$ cat src/rtl/h_adder_pkg.sv
// Shared definitions for the chunked adder: FSM state encoding and the
// chunk-count / chunk-index-width helpers.
package h_adder_pkg;

  typedef enum logic [1:0] {
    IDLE = 2'd0,
    RUN  = 2'd1,
    DONE = 2'd2
  } state_t;

  // Number of chunk steps for a given word width and chunk size.
  function automatic int chunk_count(input int width, input int chunk);
    return (chunk > 0) ? (width / chunk) : 1;
  endfunction

  // Width of the chunk index register; at least one bit even when N = 1.
  function automatic int idx_width(input int n);
    return (n > 1) ? $clog2(n) : 1;
  endfunction

endpackage

$ cat src/rtl/h_ripple_chunk.sv
// Combinational CHUNK-bit ripple-carry adder slice. Also exposes the carry
// into its MSB so the caller can form the signed overflow flag.
module h_ripple_chunk #(
  parameter int CHUNK = 4
) (
  input  logic [CHUNK-1:0] a_i,
  input  logic [CHUNK-1:0] b_i,
  input  logic             cin_i,
  output logic [CHUNK-1:0] sum_o,
  output logic             cout_o,
  output logic             cmsb_o
);

  logic [CHUNK:0] carry;

  assign carry[0] = cin_i;

  for (genvar gi = 0; gi < CHUNK; gi++) begin : g_bit
    assign sum_o[gi]      = a_i[gi] ^ b_i[gi] ^ carry[gi];
    assign carry[gi + 1]  = (a_i[gi] & b_i[gi]) | (carry[gi] & (a_i[gi] ^ b_i[gi]));
  end

  assign cout_o = carry[CHUNK];
  assign cmsb_o = carry[CHUNK-1];

endmodule

$ cat src/rtl/h_chunk_adder.sv
// Multi-cycle adder: adds CHUNK bits per cycle, LSB chunk first, with a
// registered inter-chunk carry. Define HADDER_SUB_EN to add the sub port.
module h_chunk_adder
  import h_adder_pkg::*;
#(
  parameter int WIDTH = 16,
  parameter int CHUNK = 4
) (
  input  logic             clk,
  input  logic             reset,
  input  logic             start,
  input  logic [WIDTH-1:0] a,
  input  logic [WIDTH-1:0] b,
  input  logic             carry_in,
`ifdef HADDER_SUB_EN
  input  logic             sub,
`endif
  output logic             busy,
  output logic             done,
  output logic [WIDTH-1:0] out,
  output logic             carry_out,
  output logic             overflow
);

  localparam int N    = chunk_count(WIDTH, CHUNK);
  localparam int IDXW = idx_width(N);
  localparam logic [IDXW-1:0] LAST_IDX = IDXW'(N - 1);

  if (CHUNK < 1 || (WIDTH % CHUNK) != 0) begin : g_bad_cfg
    $error("h_chunk_adder: WIDTH must be a positive multiple of CHUNK");
  end

  state_t            state_q, state_d;
  logic [IDXW-1:0]   idx_q, idx_d;
  logic [WIDTH-1:0]  a_q, a_d;
  logic [WIDTH-1:0]  b_q, b_d;
  logic              carry_q, carry_d;
  logic [WIDTH-1:0]  out_q, out_d;
  logic              cout_q, cout_d;
  logic              ovf_q, ovf_d;

  logic [CHUNK-1:0]  chunk_sum;
  logic              chunk_cout;
  logic              chunk_cmsb;
  logic              accept;
  logic              last_chunk;
  logic [WIDTH-1:0]  b_capture;
  logic              cin_capture;

  assign accept     = start && (state_q == IDLE || state_q == DONE);
  assign last_chunk = (idx_q == LAST_IDX);

`ifdef HADDER_SUB_EN
  assign b_capture   = sub ? ~b : b;
  assign cin_capture = sub ? 1'b1 : carry_in;
`else
  assign b_capture   = b;
  assign cin_capture = carry_in;
`endif

  h_ripple_chunk #(
    .CHUNK (CHUNK)
  ) u_chunk (
    .a_i    (a_q[CHUNK-1:0]),
    .b_i    (b_q[CHUNK-1:0]),
    .cin_i  (carry_q),
    .sum_o  (chunk_sum),
    .cout_o (chunk_cout),
    .cmsb_o (chunk_cmsb)
  );

  always_ff @(posedge clk) begin
    if (reset) begin
      state_q <= IDLE;
    end else begin
      state_q <= state_d;
    end
  end

  always_comb begin
    state_d = state_q;
    case (state_q)
      IDLE:    if (start) state_d = RUN;
      RUN:     if (last_chunk) state_d = DONE;
      DONE:    state_d = start ? RUN : IDLE;
      default: state_d = IDLE;
    endcase
  end

  always_comb begin
    busy = (state_q == RUN);
    done = (state_q == DONE);
  end

  // a_q doubles as the result shift register: each step drops the consumed
  // operand chunk and inserts the new sum chunk at the top.
  always_comb begin
    idx_d   = idx_q;
    a_d     = a_q;
    b_d     = b_q;
    carry_d = carry_q;
    out_d   = out_q;
    cout_d  = cout_q;
    ovf_d   = ovf_q;
    if (accept) begin
      idx_d   = '0;
      a_d     = a;
      b_d     = b_capture;
      carry_d = cin_capture;
    end else if (state_q == RUN) begin
      idx_d   = idx_q + IDXW'(1);
      a_d     = WIDTH'({chunk_sum, a_q} >> CHUNK);
      b_d     = b_q >> CHUNK;
      carry_d = chunk_cout;
      if (last_chunk) begin
        out_d  = WIDTH'({chunk_sum, a_q} >> CHUNK);
        cout_d = chunk_cout;
        ovf_d  = chunk_cmsb ^ chunk_cout;
      end
    end
  end

  always_ff @(posedge clk) begin
    if (reset) begin
      idx_q   <= '0;
      a_q     <= '0;
      b_q     <= '0;
      carry_q <= 1'b0;
      out_q   <= '0;
      cout_q  <= 1'b0;
      ovf_q   <= 1'b0;
    end else begin
      idx_q   <= idx_d;
      a_q     <= a_d;
      b_q     <= b_d;
      carry_q <= carry_d;
      out_q   <= out_d;
      cout_q  <= cout_d;
      ovf_q   <= ovf_d;
    end
  end

  assign out       = out_q;
  assign carry_out = cout_q;
  assign overflow  = ovf_q;

endmodule

$ cat config.mk
export PLATFORM = sky130hd
export DESIGN_NAME = h_chunk_adder
export DESIGN_NICKNAME = d
export VERILOG_FILES = /design/src/rtl/h_adder_pkg.sv /design/src/rtl/h_ripple_chunk.sv /design/src/rtl/h_chunk_adder.sv
export SDC_FILE = /design/constraint.sdc
export NUM_CORES = 1
export LEC_CHECK = 0
export CAP_MARGIN = 20
export CORE_MARGIN = 1
export CORE_UTILIZATION = 54
export CTS_BUF_LIST = sky130_fd_sc_hd__clkbuf_2
export CTS_CLUSTER_DIAMETER = 120
export CTS_CLUSTER_SIZE = 25
export DETAILED_ROUTE_END_ITERATION = 7
export PLACE_DENSITY_LB_ADDON = 0.08
export RECOVER_POWER = 50
export SLEW_MARGIN = 20
export SYNTH_ARGS = -nofsm -noshare
export SYNTH_HDL_FRONTEND = slang
export SYNTH_HIERARCHICAL = 1
export SYNTH_SLANG_ARGS = --single-unit
$ cat constraint.sdc
create_clock -name clk -period 6.5 [get_ports clk]
set_input_delay 1.3 -clock clk [delete_from_list [all_inputs] [get_ports clk]]
set_output_delay 1.3 -clock clk [all_outputs]
set_load 0.05 [all_outputs]
Word level (Yosys, flattened, before mapping)
Cells that the tools add are included.

word-level totals
  register bits after elaboration = 55
  input bits = 36
  output and inout bits = 20
  word-level logic and storage cells = 53

operators by class
  add/sub/neg operators = 1
  eq/ne operators = 5
  mux-type cells = 10
  bitwise gates (word level) = 22
  reductions and logical operators = 7

operators with widths
  cell                                                    number
  two-way mux 16 bit                                      4
  bitwise XOR 1 bit                                       9
  bitwise AND 1 bit                                       8
  one-hot mux 2 bit (3 select lines)                      1
  equality test 2 bit (second input constant)             2
  two-way mux 2 bit                                       2
  OR 1 bit                                                4
  two-way mux 1 bit                                       3
  AND reduction 3 bit                                     1
  adder 2 x 1 -> 2 bit (second input constant)            1
  equality test 2 x 1 -> 1 bit (second input constant)    1
  zero test 2 bit                                         1
  inequality test 2 x 1 -> 1 bit (second input constant)  1
  inequality test 2 bit (second input constant)           1
  AND reduction 2 bit                                     1
  nonzero test 2 bit                                      1
  OR reduction 2 bit                                      1
  logical AND 1 bit                                       1
  logical OR 1 bit                                        1
  inverter 1 bit                                          1

Logic depth before layout (Yosys ltp)
Gate-level depths: netlist of the first run.

  depth in word-level cells = 11
  depth in mapped cells = 8
  depth with buffers taken out = 8

Modules after synthesis
The synthesis of the first run kept the hierarchy.

by module, submodules not included
  module          times used  cells an instance  area each (sq um)  seq. area each (sq um)
  h_chunk_adder   1           256                2154.6             1101.1
  h_ripple_chunk  1           12                 110.1              0.0

Least setup slack after synthesis of the first run
Ideal clock, no wire load.

  path kind = register to output
  start point = register state_q[1]
  end point = output done
  arrival = 1037 ps
  data required time = 5200 ps
  path slack = 4163 ps
  cell stages (with the launch flop) = 2
  buffers on the path = 0
  cell sequence = dfxtp_1 > nor2b_1

on the way
  longest elaborated chain between the ends = 1

ends and longest elaborated chain
  what                    RTL line             source
  from (decl)             h_chunk_adder.sv:33  state_t state_q, state_d;
  from (signal assigned)  h_chunk_adder.sv:76  state_q <= state_d;
  equality test 2 bit     h_chunk_adder.sv:92  done = (state_q == DONE);
  to (decl)               h_chunk_adder.sv:19  output logic done,

Every way passes these cells.

Worst setup path in the final report of the first run
  start point = register state_q[0]
  end point = output busy

on the way
  longest elaborated chain between the ends = 1

ends and longest elaborated chain
  what                          RTL line             source
  equality test 2 x 1 -> 1 bit  h_chunk_adder.sv:91  busy = (state_q == RUN);
  to (decl)                     h_chunk_adder.sv:18  output logic busy,

Every way passes these cells.

==> metrics.md, run 1 <==
| Metric | Value |
|---|---|
| Outcome | finished with violations |
| Failing checks | max-capacitance violations, max-slew violations |
| Main combinational cell family by area after synthesis | simple AND/OR/NAND/NOR gates |
| Static leakage | 0.9765 nW |
| # fillers | 363 |
| Synth top area share | 48.62% |
| GR Util All Layers | 24.57% |
| CP top delay family | buffers and inverters |
| Fin crit share | 54.64% |
| Tot Pwr | 0.5897 mW |
| CP Launch Type | flop |
| Htree depth | 2 |
| Clock buffer count from CTS | 5 |
| MaxCap Viol Count | 1 |
| Maximum fanout along the worst path | 31 |
| Initial Util | 56.62% |
| Cell variety after synth | 27 |
| Setup tns final | 0 ns |
| Critical path class | flop to output port |
| Critical Path End Type | output port |
| Largest cells by area after synthesis | dfxtp_1, nand2_1, a21oi_1, a22oi_1, nand3_1 |
| Worst Skew | 0.008834 ns |
| Cell count after placement | 351 |
| PwrDens | 211.2 nW/um^2 |
| CP bufs+invs | 2 |
| Post-synthesis sequential area ratio | 48.62% |
| Adder-cell area share of the yosys netlist | 4.088% |
| Synth Area in Simple Gates | 20.39% |
| Largest net degree at the start of global routing | 56 |
| Post-DP Area | 2755 sq um |
| Site row count | 23 |
| Syn Area/Cell | 8.450 sq um |
| Clock transition at path regs | 0.25 ns |
| Worst skew pair latency | 0.43 ns |
| Final cell count without fillers | 359 |
| XOR/XNOR Fraction of Synth Area | 0.7735% |
| Vias per inst | 5.513 |
| Setup bufs post-CTS | 0 |
| Synth Instances | 268 |
| GR Overflow Total | 0 |
| CP arrival | 2.25 ns |
| Gpl congestion | 0.7420 |
| Initial antenna violation count | 0 |
| Iter 0 DRT Violations | 169 |
| Yosys warns | 6 |
| Post-synth ARST share | 0% |
| I/O pins | 56 |
| Synth Cell Area | 2265 sq um |
| Post-synth EDFFs | 0 |
| RSZ-0062 raised after global routing | false |
| Die X | 66.76 um |
| PostCTS Resize Cnt | 0 |
| Number of global-route vias before repair | 1849 |
| Peak supply drop | 0.1318 mV |
| Routed wire length | 4979 um |
| FF+latch count, synth | 55 |
| First-pass GRT wire length | 8190 um |
| DP HPWL | 3171 um |
| Die Y | 66.76 um |
| Biggest area consumer among synthesized cells | dfxtp_1 |
| Area Overhead vs Synth | 23.26% |
| CTS root buf | clkbuf_2 |
| Syn_nets | 309 |
| Cell area after layout | 2791 sq um |
| N_diodes | 0 |
| Via count | 1979 |
| Final setup viols | 0 |
| CTS tree | done |
| DRT Pass-1 Iters | 4 |
| Final antenna-violating net count | 0 |
| DR DRC count | 0 |
| Mux contribution to synthesized area | 0.4420% |
| Hold_buf cts | 0 |
| Worst-path cell with the longest stage delay | clkdlybuf4s50_1 |
| Critical-path cell list | nand2b_1 -> clkinv_2 -> clkdlybuf4s50_1 |
| Fin crit period | 3.551 ns |
| Final hold vios | 0 |
| Min-delay worst type | flop to flop |
| Compound-Gate Fraction of Synth Area | 18.18% |
| Sink Count | 55 |
| Layout cell share with drive strength beyond 1 | 3.560% |
| Core area | 4000 sq um |
| Clock Path Buffers | 2 |
| Die area | 4457 sq um |
| Core Util, Final | 69.78% |
| Final #Nets | 349 |
| Worst path max stage delay | 0.88 ns |
| # port buffers | 55 |
| Slew Viols, Final | 56 |
| Synth cell count leaders | nand2_1, dfxtp_1, a21oi_1, nand3_1, a22oi_1 |
| Worst EP required | 5.20 ns |
| WL/cell | 13.87 um |
| Slew HR | -58.57% |
| Slew @ Worst Pin | 2.378 ns |
| Main synth FF type | dfxtp_1 |
| Most common cell in the synthesized netlist | nand2_1 |
| Max Clk Rate | 281.6 MHz |
==> cell type report <==
| type | instances | area (sq um) | share of cell area [%] |
|---|---|---|---|
| multi-input cells | 180 | 996.0 | 35.68 |
| repair buffers | 57 | 559.3 | 20.04 |
| well taps | 50 | 62.56 | 2.241 |
| inverters | 9 | 35.03 | 1.255 |
| clock buffers | 6 | 30.03 | 1.076 |
| clock inverters | 2 | 7.507 | 0.2689 |
| flip-flops and latches | 55 | 1101 | 39.44 |
==> flip-flops by register name (all words and copies together), names as in the netlist <==
name,flops
a_q,16
state_q,2
carry_q,1
overflow,1
idx_q,2
carry_out,1
b_q,16
out,16
==> through the flow <==
stage               hold slack, ns  setup slack (ns)
floorplan                   0.4452             4.163
global placement            0.4415             3.476
detailed placement          0.4464             3.413
CTS                         0.4723             2.937
global route                0.4861             2.825
finish                      0.4698             2.949
==> routing by layer <==
| metal | up-vias | routed length, um | GRT usage [%] | part of all wire, % |
|---|---|---|---|---|
| met3 | 5 | 228 | 4.110 | 4.6 |
| met5 | - | 0 | 0 | 0 |
| li1 | 999 | - | - | - |
| met4 | 0 | 42 | 8.777 | 0.84 |
| met2 | 59 | 2355 | 40.53 | 47 |
| met1 | 916 | 2351 | 32.09 | 47 |
==> cell usage in the layout (no fill, tap or decap), types with 4 or more instances in the layout <==
master and n:
a21oi_1 35, a22oi_1 14, a311oi_1 9, clkbuf_2 6
clkdlybuf4s50_1 54, dfxtp_1 55, fa_1 4, inv_1 8
nand2_1 56, nand3_1 18, nor2_1 12, nor3_1 13
o22ai_1 6
==> power by group <==
group,switching (mW),internal [mW],leakage (nW)
logic,0.0504,0.0430,0.499
clock network,0.101,0.0259,0.0281
registers,0.0130,0.357,0.450
==> worst register-to-register path, stage by stage, from the launching register on <==
cell and delay, ns:
dfxtp_1 0.41, fa_1 0.18, inv_1 0.05, fa_1 0.38
fa_1 0.38, inv_1 0.11, fa_1 0.44, a22oi_1 0.19
a21oi_1 0.08
==> cell families after synthesis <==
family,after synthesis
multiplexers,1
buffers and inverters,33
AO/OA/AOI/OAI,66
adder cells (fa/ha/maj),5
flip-flops,55
AND/OR/NAND/NOR,106
XOR/XNOR,2
==> path summary, 6_finish.rpt <==
path	from	endpoint	slack [ns]	cells past startpoint
worst max-delay path	state_q[0]$_SDFFE_PP0P_	busy	2.95	3
worst min-delay path	out[7]$_SDFFE_PP0P_	out[7]$_SDFFE_PP0P_	0.47	2
worst max register to register	a_q[0]$_SDFFE_PP0P_	a_q[15]$_SDFFE_PP0P_	4.10	8
worst min register to register	out[7]$_SDFFE_PP0P_	out[7]$_SDFFE_PP0P_	0.47	2
No activity file was read; power rests on OpenSTA's default activity.
==> run 2: changes to the inputs <==
Settings changed: CORE_UTILIZATION 54 to 51.
Clock period 6.5 ns to 3.7 ns, I/O delays scaled along.
==> metrics.md, run 2 (synthesized netlist as in run 1, its figures left out) <==
| Metric | Value |
|---|---|
| Outcome | finished with violations |
| Failing checks | max-capacitance violations, max-slew violations |
| Iter 0 DRT Violations | 141 |
| CP Launch Type | flop |
| Int Pwr | 0.7425 mW |
| Layout cell share with drive strength beyond 1 | 3.883% |
| Slew @ Worst Pin | 1.513 ns |
| Critical Path End Type | output port |
| Slew Viols, Final | 36 |
| Reg2Reg Depth | 8 |
| DRT Pass-1 Iters | 4 |
| Post-DP Area | 2763 sq um |
| Hold path cells | 2 |
| Clock Path Buffers | 2 |
| Final antenna-violating net count | 0 |
| RSZ-0062 raised after global routing | false |
| Worst-path cell with the longest stage delay | clkdlybuf4s50_1 |
| R2R Path End | a_q[15]$_SDFFE_PP0P_ |
| Hold_buf cts | 0 |
| Die Y | 68.64 um |
| Most frequent cells in the layout | nand2_1, dfxtp_1, clkdlybuf4s50_1, a21oi_1, nand3_1 |
| Clock transition at path regs | 0.26 ns |
| CTS root buf | clkbuf_2 |
| GR Util All Layers | 22.11% |
| MaxCap Viol Count | 1 |
| Sw Pwr | 0.2877 mW |
| Die area | 4711 sq um |
| Number of global-route vias before repair | 1734 |
| Initial antenna violation count | 0 |
| Fin crit share | 79.44% |
| Sw Ratio | 27.93% |
| FF-to-FF Start | a_q[0]$_SDFFE_PP0P_ |
| Routed wire length | 4833 um |
| Static leakage | 0.9791 nW |
| N_diodes | 0 |
| Area Overhead vs Synth | 23.31% |
| WL/cell | 13.46 um |
| Critical path class | flop to output port |
| Seq pwr share | 63.1% |
| Die X | 68.64 um |
| Via count | 1973 |
| Clock buffer count from CTS | 5 |
| R2R Setup Slk | 1.37 ns |
| Clock Power Share | 21.1% |
| Final setup viols | 0 |
| CTS tree | done |
| Maximum fanout along the worst path | 31 |
| First-pass GRT wire length | 7748 um |
| Setup bufs post-CTS | 0 |
| CP arrival | 2.20 ns |
| Htree depth | 2 |
| Max Clk Rate | 340.2 MHz |
| Tot Pwr | 1.030 mW |
| Initial Util | 54.65% |
| I/O pins | 56 |
| GR Overflow Total | 0 |
| Commonest non-fill, non-tap cell in the layout | nand2_1 |
| PwrDens | 368.9 nW/um^2 |
| Final cell count without fillers | 359 |
| Critical-path cell list | nand2b_1 -> clkinv_2 -> clkdlybuf4s50_1 |
| Cell area after layout | 2793 sq um |
| Final hold vios | 0 |
| Core area | 4144 sq um |
| Worst Skew | 0.01781 ns |
| Min-delay src | out[4]$_SDFFE_PP0P_ |
| DR DRC count | 0 |
| Setup tns final | 0 ns |
| Sink Count | 55 |
| Worst path max stage delay | 0.88 ns |
| Gpl congestion | 0.7496 |
| Vias per inst | 5.496 |
| Slew HR | -0.8677% |
| # port buffers | 55 |
| Combinational power share | 15.8% |
| Worst skew pair latency | 0.43 ns |
| DP HPWL | 3205 um |
| Cell count after placement | 352 |
| Worst Hold Endpoint | out[4]$_SDFFE_PP0P_ |
| Fin crit period | 2.939 ns |
| Core Util, Final | 67.39% |
| Final #Nets | 350 |
| PostCTS Resize Cnt | 0 |
| Min-delay worst type | flop to flop |
| Largest net degree at the start of global routing | 56 |
| Peak supply drop | 0.2531 mV |
| Worst EP required | 2.96 ns |
| Site row count | 23 |
## run 2: cell count changes in the layout (fill, tap and decap cells not counted)
cell | previous run | this run
buf_2 | 0 | 1
clkbuf_2 | 6 | 5
clkinv_1 | 2 | 1
clkinv_2 | 1 | 2
## run 2: worst max path at each step
stage / start / cells after the start / end / slack, ns
after global placement: state_q[0]$_SDFFE_PP0P_ / 3 / busy / 1.28
final: state_q[0]$_SDFFE_PP0P_ / 3 / busy / 0.76
after global routing: state_q[0]$_SDFFE_PP0P_ / 3 / busy / 0.67
after CTS: state_q[0]$_SDFFE_PP0P_ / 3 / busy / 0.74
after detailed placement: state_q[0]$_SDFFE_PP0P_ / 3 / busy / 1.26
after floorplan: a_q[0]$_SDFFE_PP0P_ / 8 / a_q[15]$_SDFFE_PP0P_ / 1.55
## run 2: through the flow
step / hold WS, ns / worst slack [ns]
after global routing: 0.4864 / 0.6664
final: 0.4691 / 0.7609
after detailed placement: 0.4466 / 1.260
after CTS: 0.4734 / 0.7395
after floorplan: 0.4452 / 1.548
after global placement: 0.4418 / 1.275
## run 2: critical path: cells and delay by family (launching register included)
kind,cells,cell delay (ns)
buf+inv,2,1.20
flops,1,0.46
simple gates,1,0.11
## run 2: cell type report
class / instances / area, sq um
Clock buffer: 5 / 25.02
Clock inverter: 2 / 8.758
Fill cell: 382 / 1351
Inverter: 9 / 35.03
Multi-Input combinational cell: 180 / 996.0
Sequential cell: 55 / 1101
Tap cell: 50 / 62.56
Timing Repair Buffer: 58 / 564.3
## run 2: per-layer routing
metal,GRT usage (%),vias to the layer above,routed length [um]
met5,0,-,0
met4,7.813,0,38
met3,3.454,4,233
met2,37.87,59,2189
met1,27.99,904,2372
li1,-,1006,-
## run 2: power by group through the flow
stage / clock network, mW / logic, mW / registers, mW
2_1_floorplan: 0 / 0.112 / 0.654
3_3_place_gp: 0 / 0.162 / 0.660
3_5_place_dp: 0 / 0.163 / 0.661
4_1_cts: 0.223 / 0.164 / 0.649
5_1_grt: 0.245 / 0.180 / 0.654
6_report: 0.217 / 0.163 / 0.650
